$ cat src/rtl/tc_sig_pkg.sv
// ---------------------------------------------------------------------------
// tc_sig_pkg
// Shared definitions for the tensorcore result-signature sink:
//   - state_t      : run-control FSM states
//   - MISR_POLY    : feedback polynomial of the 32-bit signature register
//   - MISR_SEED    : value the signature starts from on reset or restart
//   - fp16_is_nan  : true for an fp16 lane holding a NaN (infinities excluded)
// ---------------------------------------------------------------------------
package tc_sig_pkg;

   typedef enum logic [2:0] {
      S_IDLE,
      S_COLLECT,
      S_DRAIN,
      S_CHECK,
      S_DONE
   } state_t;

   localparam logic [31:0] MISR_POLY = 32'h04C11DB7;
   localparam logic [31:0] MISR_SEED = 32'hFFFFFFFF;

   // An all-ones exponent with a zero mantissa is an infinity, not a NaN.
   function automatic logic fp16_is_nan(input logic [15:0] h);
      return (h[14:10] == 5'h1F) && (h[9:0] != 10'd0);
   endfunction

endpackage

$ cat src/rtl/tc_misr32.sv
// ---------------------------------------------------------------------------
// tc_misr32
// 32-bit multiple-input signature register. Each enabled cycle shifts the
// signature left, applies the polynomial feedback when the outgoing bit is
// set, and XORs in one 32-bit data word.
// Ports:
//   clk_600m  in   1   core clock
//   rst       in   1   synchronous active-high reset, loads the seed
//   load      in   1   synchronous seed load (run restart)
//   en        in   1   fold data into the signature this cycle
//   data      in   32  word folded in when en is high
//   sig       out  32  current signature
// ---------------------------------------------------------------------------
module tc_misr32
   import tc_sig_pkg::*;
(
   input  logic        clk_600m,
   input  logic        rst,
   input  logic        load,
   input  logic        en,
   input  logic [31:0] data,
   output logic [31:0] sig
);

   // Seed load takes priority over a fold, so a restart discards any word
   // that was still in flight when the run was restarted.
   always_ff @(posedge clk_600m) begin
      if (rst || load) begin
         sig <= MISR_SEED;
      end else if (en) begin
         sig <= {sig[30:0], 1'b0} ^ (sig[31] ? MISR_POLY : 32'h0) ^ data;
      end
   end

endmodule

$ cat src/rtl/tc_result_signature.sv
// ---------------------------------------------------------------------------
// tc_result_signature
// Sink end of the tensorcore stress harness. Accepts result beats, folds each
// 256-bit beat to 32 bits, compacts the folds into a MISR signature, counts
// fp16 NaN lanes and watches for a stalled core.
// Ports:
//   clk_600m   in   1       core clock
//   rst        in   1       synchronous active-high reset
//   start      in   1       one-cycle pulse: clear state and begin a run
//   out_valid  in   1       result strobe (no backpressure)
//   d_out      in   DATA_W  result word, 16 fp16 lanes
//   done       out  1       run finished by count or by timeout
//   pass       out  1       done, no timeout, signature matched golden
//   timeout    out  1       watchdog fired
//   sig        out  32      current signature
//   beat_cnt   out  CNT_W   beats accepted this run
//   nan_cnt    out  CNT_W   NaN lanes seen this run, saturating
//   led        out  8       {sig[3:0], nan_cnt!=0, timeout, pass, done}
// ---------------------------------------------------------------------------
module tc_result_signature
   import tc_sig_pkg::*;
#(
   parameter int          DATA_W     = 256,
   parameter int          N_RESULTS  = 1024,
   parameter int          TIMEOUT    = 4096,
   parameter logic [31:0] GOLDEN_SIG = 32'hC7B0424D,
   parameter int          CNT_W      = 16
) (
   input  logic              clk_600m,
   input  logic              rst,
   input  logic              start,
   input  logic              out_valid,
   input  logic [DATA_W-1:0] d_out,
   output logic              done,
   output logic              pass,
   output logic              timeout,
   output logic [31:0]       sig,
   output logic [CNT_W-1:0]  beat_cnt,
   output logic [CNT_W-1:0]  nan_cnt,
   output logic [7:0]        led
);

   localparam int SLICES = DATA_W / 32;
   localparam int LANES  = DATA_W / 16;
   localparam int POP_W  = $clog2(LANES + 1);
   localparam int WD_W   = $clog2(TIMEOUT + 1);

   localparam logic [CNT_W-1:0] N_LAST   = CNT_W'(N_RESULTS);
   localparam logic [WD_W-1:0]  WD_LIMIT = WD_W'(TIMEOUT - 1);

   state_t            state;
   state_t            state_next;
   logic              accept;
   logic              wd_expire;
   logic [31:0]       fold;
   logic [31:0]       fold_r;
   logic              fold_v;
   logic [POP_W-1:0]  nan_pop;
   logic [CNT_W:0]    nan_sum;
   logic [CNT_W-1:0]  nan_next;
   logic [WD_W-1:0]   wd;

   // Beats only count while collecting and the run is not yet full; the
   // watchdog expires on the cycle it would reach TIMEOUT without a beat.
   assign accept    = out_valid && (state == S_COLLECT) && (beat_cnt < N_LAST);
   assign wd_expire = (state == S_COLLECT) && !accept && (wd == WD_LIMIT);

   // Fold the wide beat down to one 32-bit word and count NaN lanes in it.
   always_comb begin
      fold    = 32'h0;
      nan_pop = '0;
      for (int i = 0; i < SLICES; i++) begin
         fold = fold ^ d_out[i*32 +: 32];
      end
      for (int i = 0; i < LANES; i++) begin
         nan_pop = nan_pop + POP_W'(fp16_is_nan(d_out[i*16 +: 16]));
      end
   end

   // Saturating NaN accumulation: the extra top bit of the sum flags overflow.
   assign nan_sum  = {1'b0, nan_cnt} + (CNT_W + 1)'(nan_pop);
   assign nan_next = nan_sum[CNT_W] ? '1 : nan_sum[CNT_W-1:0];

   // State register.
   always_ff @(posedge clk_600m) begin
      if (rst) begin
         state <= S_IDLE;
      end else begin
         state <= state_next;
      end
   end

   // Next-state logic. The run leaves COLLECT on the edge that accepts the
   // last beat, giving the final fold one DRAIN cycle to land in the MISR
   // before CHECK compares it. start from any state restarts the run.
   always_comb begin
      state_next = state;
      case (state)
         S_IDLE:    if (start) state_next = S_COLLECT;
         S_COLLECT: begin
            if (accept && (beat_cnt == N_LAST - CNT_W'(1))) begin
               state_next = S_DRAIN;
            end else if (wd_expire) begin
               state_next = S_DONE;
            end
         end
         S_DRAIN:   state_next = S_CHECK;
         S_CHECK:   state_next = S_DONE;
         S_DONE:    if (start) state_next = S_COLLECT;
         default:   state_next = S_IDLE;
      endcase
      if (start) begin
         state_next = S_COLLECT;
      end
   end

   // Datapath and status registers. start wipes every run register; an
   // accepted beat latches its fold and bumps the counters; the watchdog
   // counts idle COLLECT cycles; pass is resolved once, in CHECK.
   always_ff @(posedge clk_600m) begin
      if (rst || start) begin
         fold_r   <= 32'h0;
         fold_v   <= 1'b0;
         beat_cnt <= '0;
         nan_cnt  <= '0;
         wd       <= '0;
         done     <= 1'b0;
         pass     <= 1'b0;
         timeout  <= 1'b0;
      end else begin
         fold_v <= accept;
         if (accept) begin
            fold_r   <= fold;
            beat_cnt <= beat_cnt + CNT_W'(1);
            nan_cnt  <= nan_next;
            wd       <= '0;
         end else if (state == S_COLLECT) begin
            wd <= wd + WD_W'(1);
            if (wd_expire) begin
               done    <= 1'b1;
               timeout <= 1'b1;
            end
         end
         if (state == S_CHECK) begin
            done <= 1'b1;
            pass <= (sig == GOLDEN_SIG);
         end
      end
   end

   tc_misr32 u_misr (
      .clk_600m (clk_600m),
      .rst      (rst),
      .load     (start),
      .en       (fold_v),
      .data     (fold_r),
      .sig      (sig)
   );

   assign led = {sig[3:0], (nan_cnt != '0), timeout, pass, done};

endmodule

$ cat config.mk
export PLATFORM = sky130hd
export DESIGN_NAME = tc_result_signature
export DESIGN_NICKNAME = d
export VERILOG_FILES = /design/src/rtl/tc_sig_pkg.sv /design/src/rtl/tc_misr32.sv /design/src/rtl/tc_result_signature.sv
export SDC_FILE = /design/constraint.sdc
export NUM_CORES = 1
export LEC_CHECK = 0
export CORE_AREA = 8 8 151 153
export DETAILED_ROUTE_END_ITERATION = 10
export DIE_AREA = 0 0 159 161
export PLACE_DENSITY = 0.85
export SETUP_SLACK_MARGIN = 0.05
export SYNTH_ARGS = -nofsm -noshare
export SYNTH_HDL_FRONTEND = slang
export SYNTH_SLANG_ARGS = --single-unit
$ cat constraint.sdc
create_clock -name clk_600m -period 9.2 [get_ports clk_600m]
set_input_delay 2.76 -clock clk_600m [delete_from_list [all_inputs] [get_ports clk_600m]]
set_output_delay 2.76 -clock clk_600m [all_outputs]
set_load 0.02 [all_outputs]
==> metrics.txt, run 1 <==
status=finished, final reports clean; CP Buf/Inv Count=5; CTS H-tree lvls=4; final design utilization=59.00%; vias per cell=5.010; met2 usage=38.38%; clk buf depth=2; first-pass GRT wire length=44.19 mm; Setup crit end kind=register; CTS Root Cell=clkbuf_16; met1 Usage GRT=24.68%; First-pass DRT Iterations=5; grt ovf=0; Worst Skew=0.009078 ns; Sink Count=116; die width=159 µm; post-route ant nets=0; Max Transition Viols Final=0; multi-input logic area=5424 µm²; CP delay by family, top=adder cells; GR peak layer=met2; Fin. Hold Viols=0; unrepaired setup endpoints after global routing=false; filler instances=1825; DRC Markers=0; wire per inst=18.89 µm; Starting Density=38.88%; total of max-cap violations=0; FF+latch count, synth=116; P_leak=4.054 nW; worst-path maximum fanout=7; Cell Area, Synth=7993 µm²; hpwl dp=24.92 mm; synthesized area per cell=8.604 µm²; Worst Path Arrival=8.02 ns; PortBufs=334; Die Y=161 µm; worst slew pin tran=1.216 ns; synthesized netlist cell count=929; Setup crit start kind=primary input; Starting DRT DRC Count=372; fraction of registers with async set/reset=0%; vias in the first global route=8078; largest net degree at the start of global routing=76; most frequent CP cell=fa_1; CTS buffer count=17; Tcrit/Tclk final=84.48%; Core Region=20560 µm²; GR Util met3=6.439%; Clk Latency, worst-skew pair=0.41 ns; maximum VDD drop=0.1327 mV; CTS tree=done; Power Density=132.2 nW/µm²; Final Wtd Congestion=0.9029; DR vias=7690; TNS Setup=0 ns; Data required, critical path=9.45 ns; Hold Buf Count CTS=0; # IOs=335; slowest CP cell=fa_1; net count reported at finish=1528; register area=2323 µm²; Post-synth EDFFs=0; Critical Path Max Stage Delay=0.61 ns; final worst path period need=7.772 ns; GRT Overall Usage=21.98%; drt total wl=29.00 mm; Setup Fix Bufs, Post-CTS=0; layout cell share with drive strength beyond 1=4.527%; CP Class=in2reg; Synth warnings=0; final setup fails=0; die area=25600 µm²; post-synthesis sequential area ratio=29.05%; clock slew at reported path FFs=0.06 ns; site row count=53; Relative slew margins=18.93%; cts repair resizes=0; Hold Path Class=reg2reg; post-synthesis net count=1211; crit path cell chain=clkdlybuf4s50_1 > nor4_1 > a31oi_1 > fa_1 > inv_1 > fa_1 > fa_1 > inv_1 > fa_1 > inv_1 > fa_1 > inv_1 > fa_1 > a211o_1 > a21oi_2 > nor2_1 > and4b_1 > a211oi_2; antenna violations before repair=1; Yosys cell types=54; fmax=128.7 MHz; Layout area overhead=51.74%; Most used DFF post-synth=dfxtp_1
[worst register-to-register path, cell delays in order, from the launching register on]
cell	delay, ns
dfxtp_1	0.41
fa_1	0.65
inv_1	0.08
fa_1	0.52
fa_1	0.55
inv_1	0.06
fa_1	0.46
inv_1	0.09
fa_1	0.20
inv_1	0.06
fa_1	0.42
a211o_1	0.33
a21oi_2	0.33
nor2_1	0.18
and4b_1	0.31
a211oi_2	0.07
[logic make-up (layout without fill, tap and decap cells)]
family          Yosys count  count (layout)  share of synthesized area, %
compound gates          118             118                         9.674
xor+xnor                294             294                         32.22
fa+ha+maj                22              22                         4.571
buf+inv                  54             384                         3.193
flops                   116             116                         29.05
mux                       3               3                        0.3757
other cells               0               1                             0
simple gates            322             322                         20.91
[cells in the mapped netlist, drive strengths merged, types with 6 or more instances]
cell	number	area, µm²
fa	12	240.2
and3	20	125.1
a211oi	37	287.8
and2	8	50.05
nor2	85	319.1
xnor2	269	2356
buf	22	135.1
nor4	39	250.2
a21oi	17	88.84
nor4b	6	95.10
inv	16	60.06
nand3	26	140.1
dfxtp	116	2322
nor3	6	35.03
nand4	22	137.6
clkbuf	16	60.06
o21ai	46	230.2
a31oi	8	50.05
ha	10	125.1
xor2	25	219.0
nand2	86	322.8
[registers in the layout, summed over array words and instances (netlist names), 3 cells and up]
name / count
fold_r: 32
u_misr.sig: 32
beat_cnt: 16
nan_cnt: 16
wd: 13
state: 3
[power by group]
group / internal [mW] / total [mW] / switching (mW) / leakage (nW)
sequential: 0.510 / 0.517 / 0.00741 / 0.939
combinational: 0.230 / 0.410 / 0.181 / 2.82
clock: 0.435 / 0.676 / 0.241 / 0.297
total: 1.17 / 1.60 / 0.429 / 4.05
[per-layer routing]
layer	up-vias	share of wire (%)
li1	3827	-
met1	3506	39
met2	307	50
met3	50	7.1
met4	0	3.6
met5	-	0
[final timing paths]
check	slack, ns	cells after the start	end	start
hold reg to reg	0.46	2	done	done
hold / removal	0.46	2	done	done
setup reg to reg	4.33	15	nan_cnt[15]	nan_cnt[0]
setup / recovery	1.43	18	nan_cnt[15]	d_out[0]
[cell usage in the layout (no fill, tap or decap), drive strengths merged, types with 3 or more instances in the layout]
| cell type | n |
|---|---|
| clkdlybuf4s50 | 334 |
| xnor2 | 269 |
| dfxtp | 116 |
| nand2 | 86 |
| nor2 | 85 |
| o21ai | 46 |
| nor4 | 39 |
| a211oi | 37 |
| nand3 | 26 |
| xor2 | 25 |
| nand4 | 22 |
| and3 | 20 |
| clkbuf | 18 |
| inv | 18 |
| a21oi | 17 |
| fa | 12 |
| ha | 10 |
| a31oi | 8 |
| and2 | 8 |
| clkinv | 7 |
| nor3 | 6 |
| nor4b | 6 |
| o21a | 4 |
| or3 | 4 |
| mux2i | 3 |
| nor2b | 3 |
| bufinv | 3 |
| and4 | 3 |
| a2111oi | 3 |
[stage by stage]
step / instance area, µm² / hold slack [ns] / total power [mW] / instances / setup WS, ns
2_1_floorplan: 7993 / 0.4715 / 0.7403 / 929 / 2.023
3_3_place_gp: 11510 / 0.4539 / 0.9343 / 1502 / 1.034
3_5_place_dp: 11510 / 0.4601 / 0.9387 / 1502 / 1.046
4_1_cts: 12130 / 0.4683 / 1.616 / 1534 / 1.457
5_1_grt: 12130 / 0.4834 / 1.673 / 1535 / 1.070
6_report: 12130 / 0.4630 / 1.603 / 1535 / 1.428
[final cells by class]
class,instances,area share (%)
multi-input combinational,759,44.72
timing repair buffer,336,27.69
sequential,116,19.16
clock buffer,18,3.621
tap,275,2.837
clock inverter,14,1.455
inverter,16,0.4952
antenna,1,0.02063
(Power assumes the default switching activity.)
==> run 2: changes to the inputs <==
==> constraint.sdc (replaced) <==
create_clock -name clk_600m -period 7.9 [get_ports clk_600m]
set_input_delay 2.37 -clock clk_600m [delete_from_list [all_inputs] [get_ports clk_600m]]
set_output_delay 2.37 -clock clk_600m [all_outputs]
set_load 0.02 [all_outputs]
==> metrics.txt, run 2 (same netlist as run 1, synthesis figures left out) <==
CP Class=in2reg; CP Buf/Inv Count=5 (unchanged); Fin. Hold Viols=0 (unchanged); vias in the first global route=8019 (-0.73%); Worst Skew=0.007591 ns (-0.001487 ns); Starting Density=38.88% (unchanged); Worst Hold Slack=0.4650 ns (+0.002008 ns); CTS buffer count=17 (unchanged); Setup crit start kind=primary input; vias per cell=5.020 (+0.20%); Hold Buf Count CTS=0 (unchanged); Core Region=20560 µm² (unchanged); final setup fails=0 (unchanged); final worst path period need=7.314 ns; Final WS setup=0.5856 ns (-0.8421 ns); grt ovf=0 (unchanged); hpwl dp=25.11 mm (+0.80%); die area=25600 µm² (unchanged); largest net degree at the start of global routing=76 (unchanged); First-pass DRT Iterations=5 (unchanged); maximum VDD drop=0.1521 mV (+15%); TNS Setup=0 ns (unchanged); crit path cell chain=clkdlybuf4s50_1 > nor4_1 > a31oi_1 > fa_1 > inv_1 > fa_1 > fa_1 > inv_1 > fa_1 > inv_1 > fa_1 > inv_1 > fa_1 > a211o_1 > a21oi_2 > nor2_1 > and4b_1 > a211oi_2; slowest CP cell=fa_1; Setup Fix Bufs, Post-CTS=0 (unchanged); Relative slew margins=30.18% (+11 points); DRC Markers=0 (unchanged); most frequent cells in the layout=clkdlybuf4s50_1, xnor2_1, dfxtp_1; clock slew at reported path FFs=0.06 ns (about the same); CP delay by family, top=adder cells; layout cell share with drive strength beyond 1=4.296% (-0.23 points); wire per inst=19.09 µm (+1.1%); GRT Overall Usage=21.97% (about the same); worst slew pin tran=1.045 ns (-0.1712 ns); net count reported at finish=1531 (+0.20%); Layout area overhead=50.92%; Die Y=161 µm (unchanged); CTS Root Cell=clkbuf_16; status=finished, final reports clean; clk buf depth=2 (unchanged); biggest regs=fold_r x32, u_misr.sig x32; CTS tree=done; most frequent CP cell=fa_1; worst-path maximum fanout=7 (unchanged); Max Transition Viols Final=0 (unchanged); total of max-cap violations=0 (unchanged); Data required, critical path=8.23 ns (-1.22 ns); Hold Path Class=reg2reg; site row count=53 (unchanged); Critical Path Max Stage Delay=0.59 ns (-0.02 ns); die width=159 µm (unchanged); Power Density=146.5 nW/µm² (+11%); Clk Latency, worst-skew pair=0.40 ns (about the same); DR vias=7695 (+0.065%); cts repair resizes=0 (unchanged); fmax=136.7 MHz; drt total wl=29.26 mm (+0.93%); Tcrit/Tclk final=92.59%; Place WS=0.2331 ns (-0.8128 ns); antenna violations before repair=1 (unchanged); Starting DRT DRC Count=344 (-7.5%); P_leak=4.032 nW (-0.54%); post-route ant nets=0 (unchanged); PortBufs=334 (unchanged); Sink Count=116 (unchanged); Final Wtd Congestion=0.9095 (+0.73%); Worst Path Arrival=7.64 ns (-0.38 ns); Setup crit end kind=register; unrepaired setup endpoints after global routing=false; commonest non-fill, non-tap cell in the layout=clkdlybuf4s50_1; # IOs=335 (unchanged); final design utilization=58.68% (-0.32 points); CTS H-tree lvls=4 (unchanged); first-pass GRT wire length=44.33 mm (+0.30%)
==> run 2: cell types whose count changed in the layout (fill, tap and decap cells not counted), sizes merged <==
cell	previous run	this run
clkinv	7	4
buf	2	5
clkbuf	18	21
clkinvlp	2	1
bufinv	3	1
inv	18	16
==> run 2: cell type report <==
type                       count  area (µm²)
antenna                        1       2.502
clock buffer                  21       470.5
clock inverter                 6       57.56
fill                        1808        8494
inverter                      16       60.06
multi-input combinational    759        5424
sequential                   116        2323
tap                          275       344.1
timing repair buffer         339        3381
==> run 2: per-stage QoR <==
stage                     total power, mW  instances  instance area [µm²]
final                               1.767       1533                12060
after detailed placement            1.093       1505                11530
after global placement              1.089       1505                11530
after floorplan                    0.8621        929                 7993
after CTS                           1.781       1532                12060
after global routing                1.841       1533                12060
==> run 2: path summary, 6_finish.rpt <==
| check | startpoint | endpoint | slack (ns) | cells after the start |
|---|---|---|---|---|
| setup reg to reg | nan_cnt[0] | nan_cnt[15] | 3.21 | 15 |
| hold / removal | done | done | 0.46 | 2 |
| hold reg to reg | done | done | 0.46 | 2 |
| setup / recovery | d_out[1] | nan_cnt[15] | 0.59 | 18 |
==> run 2: tightest hold or removal path, delay by kind of cell (launching register included) <==
kind            cells  cell delay, ns
flops               1            0.31
buf+inv             1            0.05
compound gates      1            0.05
==> run 2: metal layers <==
layer	global-route usage, %	wire, µm	share of wire (%)
met1	24.19	11620	40
met2	40.91	15250	52
met3	5.319	1813	6.2
met5	0	0	0
met4	6.861	579	2.0
==> run 2: report_power, final <==
group          internal [mW]  total [mW]  leakage (nW)  switching, mW
logic                  0.267       0.478          2.83          0.210
clock network          0.445       0.687         0.262          0.242
registers              0.594       0.603         0.939        0.00877
total                   1.31        1.77          4.03          0.461
==> run 3: changes to the inputs <==
--- a/config.mk
+++ b/config.mk
@@ -8,8 +8,10 @@
 export CORE_AREA = 8 8 151 153
 export DETAILED_ROUTE_END_ITERATION = 10
 export DIE_AREA = 0 0 159 161
+export MAX_ROUTING_LAYER = met4
 export PLACE_DENSITY = 0.85
 export SETUP_SLACK_MARGIN = 0.05
 export SYNTH_ARGS = -nofsm -noshare
 export SYNTH_HDL_FRONTEND = slang
 export SYNTH_SLANG_ARGS = --single-unit
+export TNS_END_PERCENT = 100
==> metrics.txt, run 3 (same netlist as run 1, synthesis figures left out) <==
status=finished, final reports clean; post-route ant nets=0 (unchanged); Core Region=20560 µm² (unchanged); DR vias=7749 (+0.70%); CP Class=in2reg; net count reported at finish=1531 (unchanged); clk buf depth=2 (unchanged); Worst Skew=0.01041 ns (+0.002817 ns); internal power=1.388 mW (+6.3%); Power Density=154.5 nW/µm² (+5.5%); Clock power frac=42.4% (+3.5 points); biggest regs=fold_r x32, u_misr.sig x32; fmax=137.8 MHz (+0.81%); Final Wtd Congestion=0.9258 (+1.8%); NetSw=0.4897 mW (+6.2%); CTS tree=done; largest net degree at the start of global routing=76 (unchanged); site row count=53 (unchanged); vias per cell=5.035 (+0.31%); Fin. Hold Viols=0 (unchanged); Max Transition Viols Final=0 (unchanged); Clk Latency, worst-skew pair=0.41 ns (about the same); Hold Path Class=reg2reg; filler instances=1814 (+0.33%); maximum VDD drop=0.1770 mV (+16%); most frequent cells in the layout=clkdlybuf4s50_1, xnor2_1, dfxtp_1; final worst path period need=7.256 ns (-0.05887 ns); Setup Fix Bufs, Post-CTS=0 (unchanged); CTS Root Cell=clkbuf_16; Worst Path Arrival=7.59 ns (-0.05 ns); antenna violations before repair=2 (+1); commonest non-fill, non-tap cell in the layout=clkdlybuf4s50_1; worst-path maximum fanout=7 (unchanged); Setup crit end kind=register; first-pass GRT wire length=44.80 mm (+1.1%); CTS H-tree lvls=4 (unchanged); clock slew at reported path FFs=0.06 ns (about the same); Tcrit/Tclk final=91.84% (-0.75 points); First-pass DRT Iterations=5 (unchanged); sequential share of power=32.1% (-2.0 points); DRC Markers=0 (unchanged); worst slew pin tran=1.069 ns (+0.02384 ns); Relative slew margins=28.59% (-1.6 points); grt ovf=0 (unchanged); wire per inst=19.15 µm (+0.31%); PortBufs=334 (unchanged); Setup crit start kind=primary input; share of power burned in combinational logic=25.5% (-1.5 points); final setup fails=0 (unchanged); Worst Hold Slack=0.4650 ns (+0.00004900 ns); Starting DRT DRC Count=365 (+6.1%); Sink Count=116 (unchanged); drt total wl=29.47 mm (+0.71%); CTS buffer count=17 (unchanged); P_leak=4.067 nW (+0.88%); Layout area overhead=52.04%; Starting Density=38.88% (unchanged); Hold Buf Count CTS=0 (unchanged); layout cell share with drive strength beyond 1=4.596% (+0.30 points); cts repair resizes=0 (unchanged); Data required, critical path=8.24 ns (about the same); unrepaired setup endpoints after global routing=false; Die Y=161 µm (unchanged); Net Sw Frac=26.08% (about the same); TNS Setup=0 ns (unchanged); total of max-cap violations=0 (unchanged); die area=25600 µm² (unchanged); # IOs=335 (unchanged); die width=159 µm (unchanged); GRT Overall Usage=22.84% (+0.87 points); vias in the first global route=8113 (+1.2%); hpwl dp=25.32 mm (+0.82%)
run 3: cell types whose count changed in the layout (fill, tap and decap cells not counted):
cell and delta:
bufinv_16 +3, clkbuf_8 -3, inv_6 +2, clkbuf_1 +1, clkinv_4 +1, clkinvlp_4 +1
diode_2 +1
run 3: area by class of cell:
type / count / area (µm²) / area share (%)
antenna: 2 / 5.005 / 0.04119
clock buffer: 19 / 432.9 / 3.563
clock inverter: 13 / 181.4 / 1.493
inverter: 16 / 60.06 / 0.4942
multi-input combinational: 759 / 5424 / 44.64
sequential: 116 / 2323 / 19.12
tap: 275 / 344.1 / 2.832
timing repair buffer: 339 / 3381 / 27.82
run 3: metal layers:
layer  vias up  GRT usage (%)  wire length (µm)
li1       3834              -                 -
met1      3568          25.74             12020
met2       306          40.11             15120
met3        41          4.276              1589
met4         0          7.933               741
met5         -              -                 0
run 3: worst paths after layout:
check,startpoint,to,slack [ns],cells after the start
hold / removal,done,done,0.47,2
setup reg to reg,nan_cnt[0],nan_cnt[15],3.22,15
setup / recovery,d_out[0],nan_cnt[15],0.64,18
hold reg to reg,done,done,0.47,2
run 3: worst max-delay path, cell delays in order:
cell	delay (ns)
clkdlybuf4s50_1	0.46
nor4_1	0.43
a31oi_1	0.19
fa_1	0.58
inv_1	0.08
fa_1	0.53
fa_1	0.55
inv_1	0.05
fa_1	0.54
inv_1	0.06
fa_1	0.44
inv_1	0.09
fa_1	0.24
a211o_1	0.15
a21oi_2	0.06
nor2_1	0.32
and4b_1	0.26
a211oi_2	0.20
run 3: stage by stage:
| stage | setup slack [ns] | power [mW] | cell area [µm²] | cells | util (%) |
|---|---|---|---|---|---|
| global route | 0.4688 | 1.950 | 12150 | 1539 | 59.11 |
| finish | 0.6444 | 1.878 | 12150 | 1539 | 59.11 |
| CTS | 0.6929 | 1.888 | 12150 | 1537 | 59.09 |
| floorplan | 1.113 | 0.8621 | 7993 | 929 | - |
| detailed placement | 0.2831 | 1.094 | 11530 | 1505 | 56.10 |
| global placement | 0.2846 | 1.090 | 11530 | 1505 | 56.10 |
run 3: power groups by stage:
stage	logic, mW	registers, mW	clock network [mW]
after global placement	0.475	0.614	0
after CTS	0.481	0.603	0.805
after detailed placement	0.479	0.615	0
final	0.479	0.602	0.796
after global routing	0.510	0.603	0.837
after floorplan	0.249	0.613	0
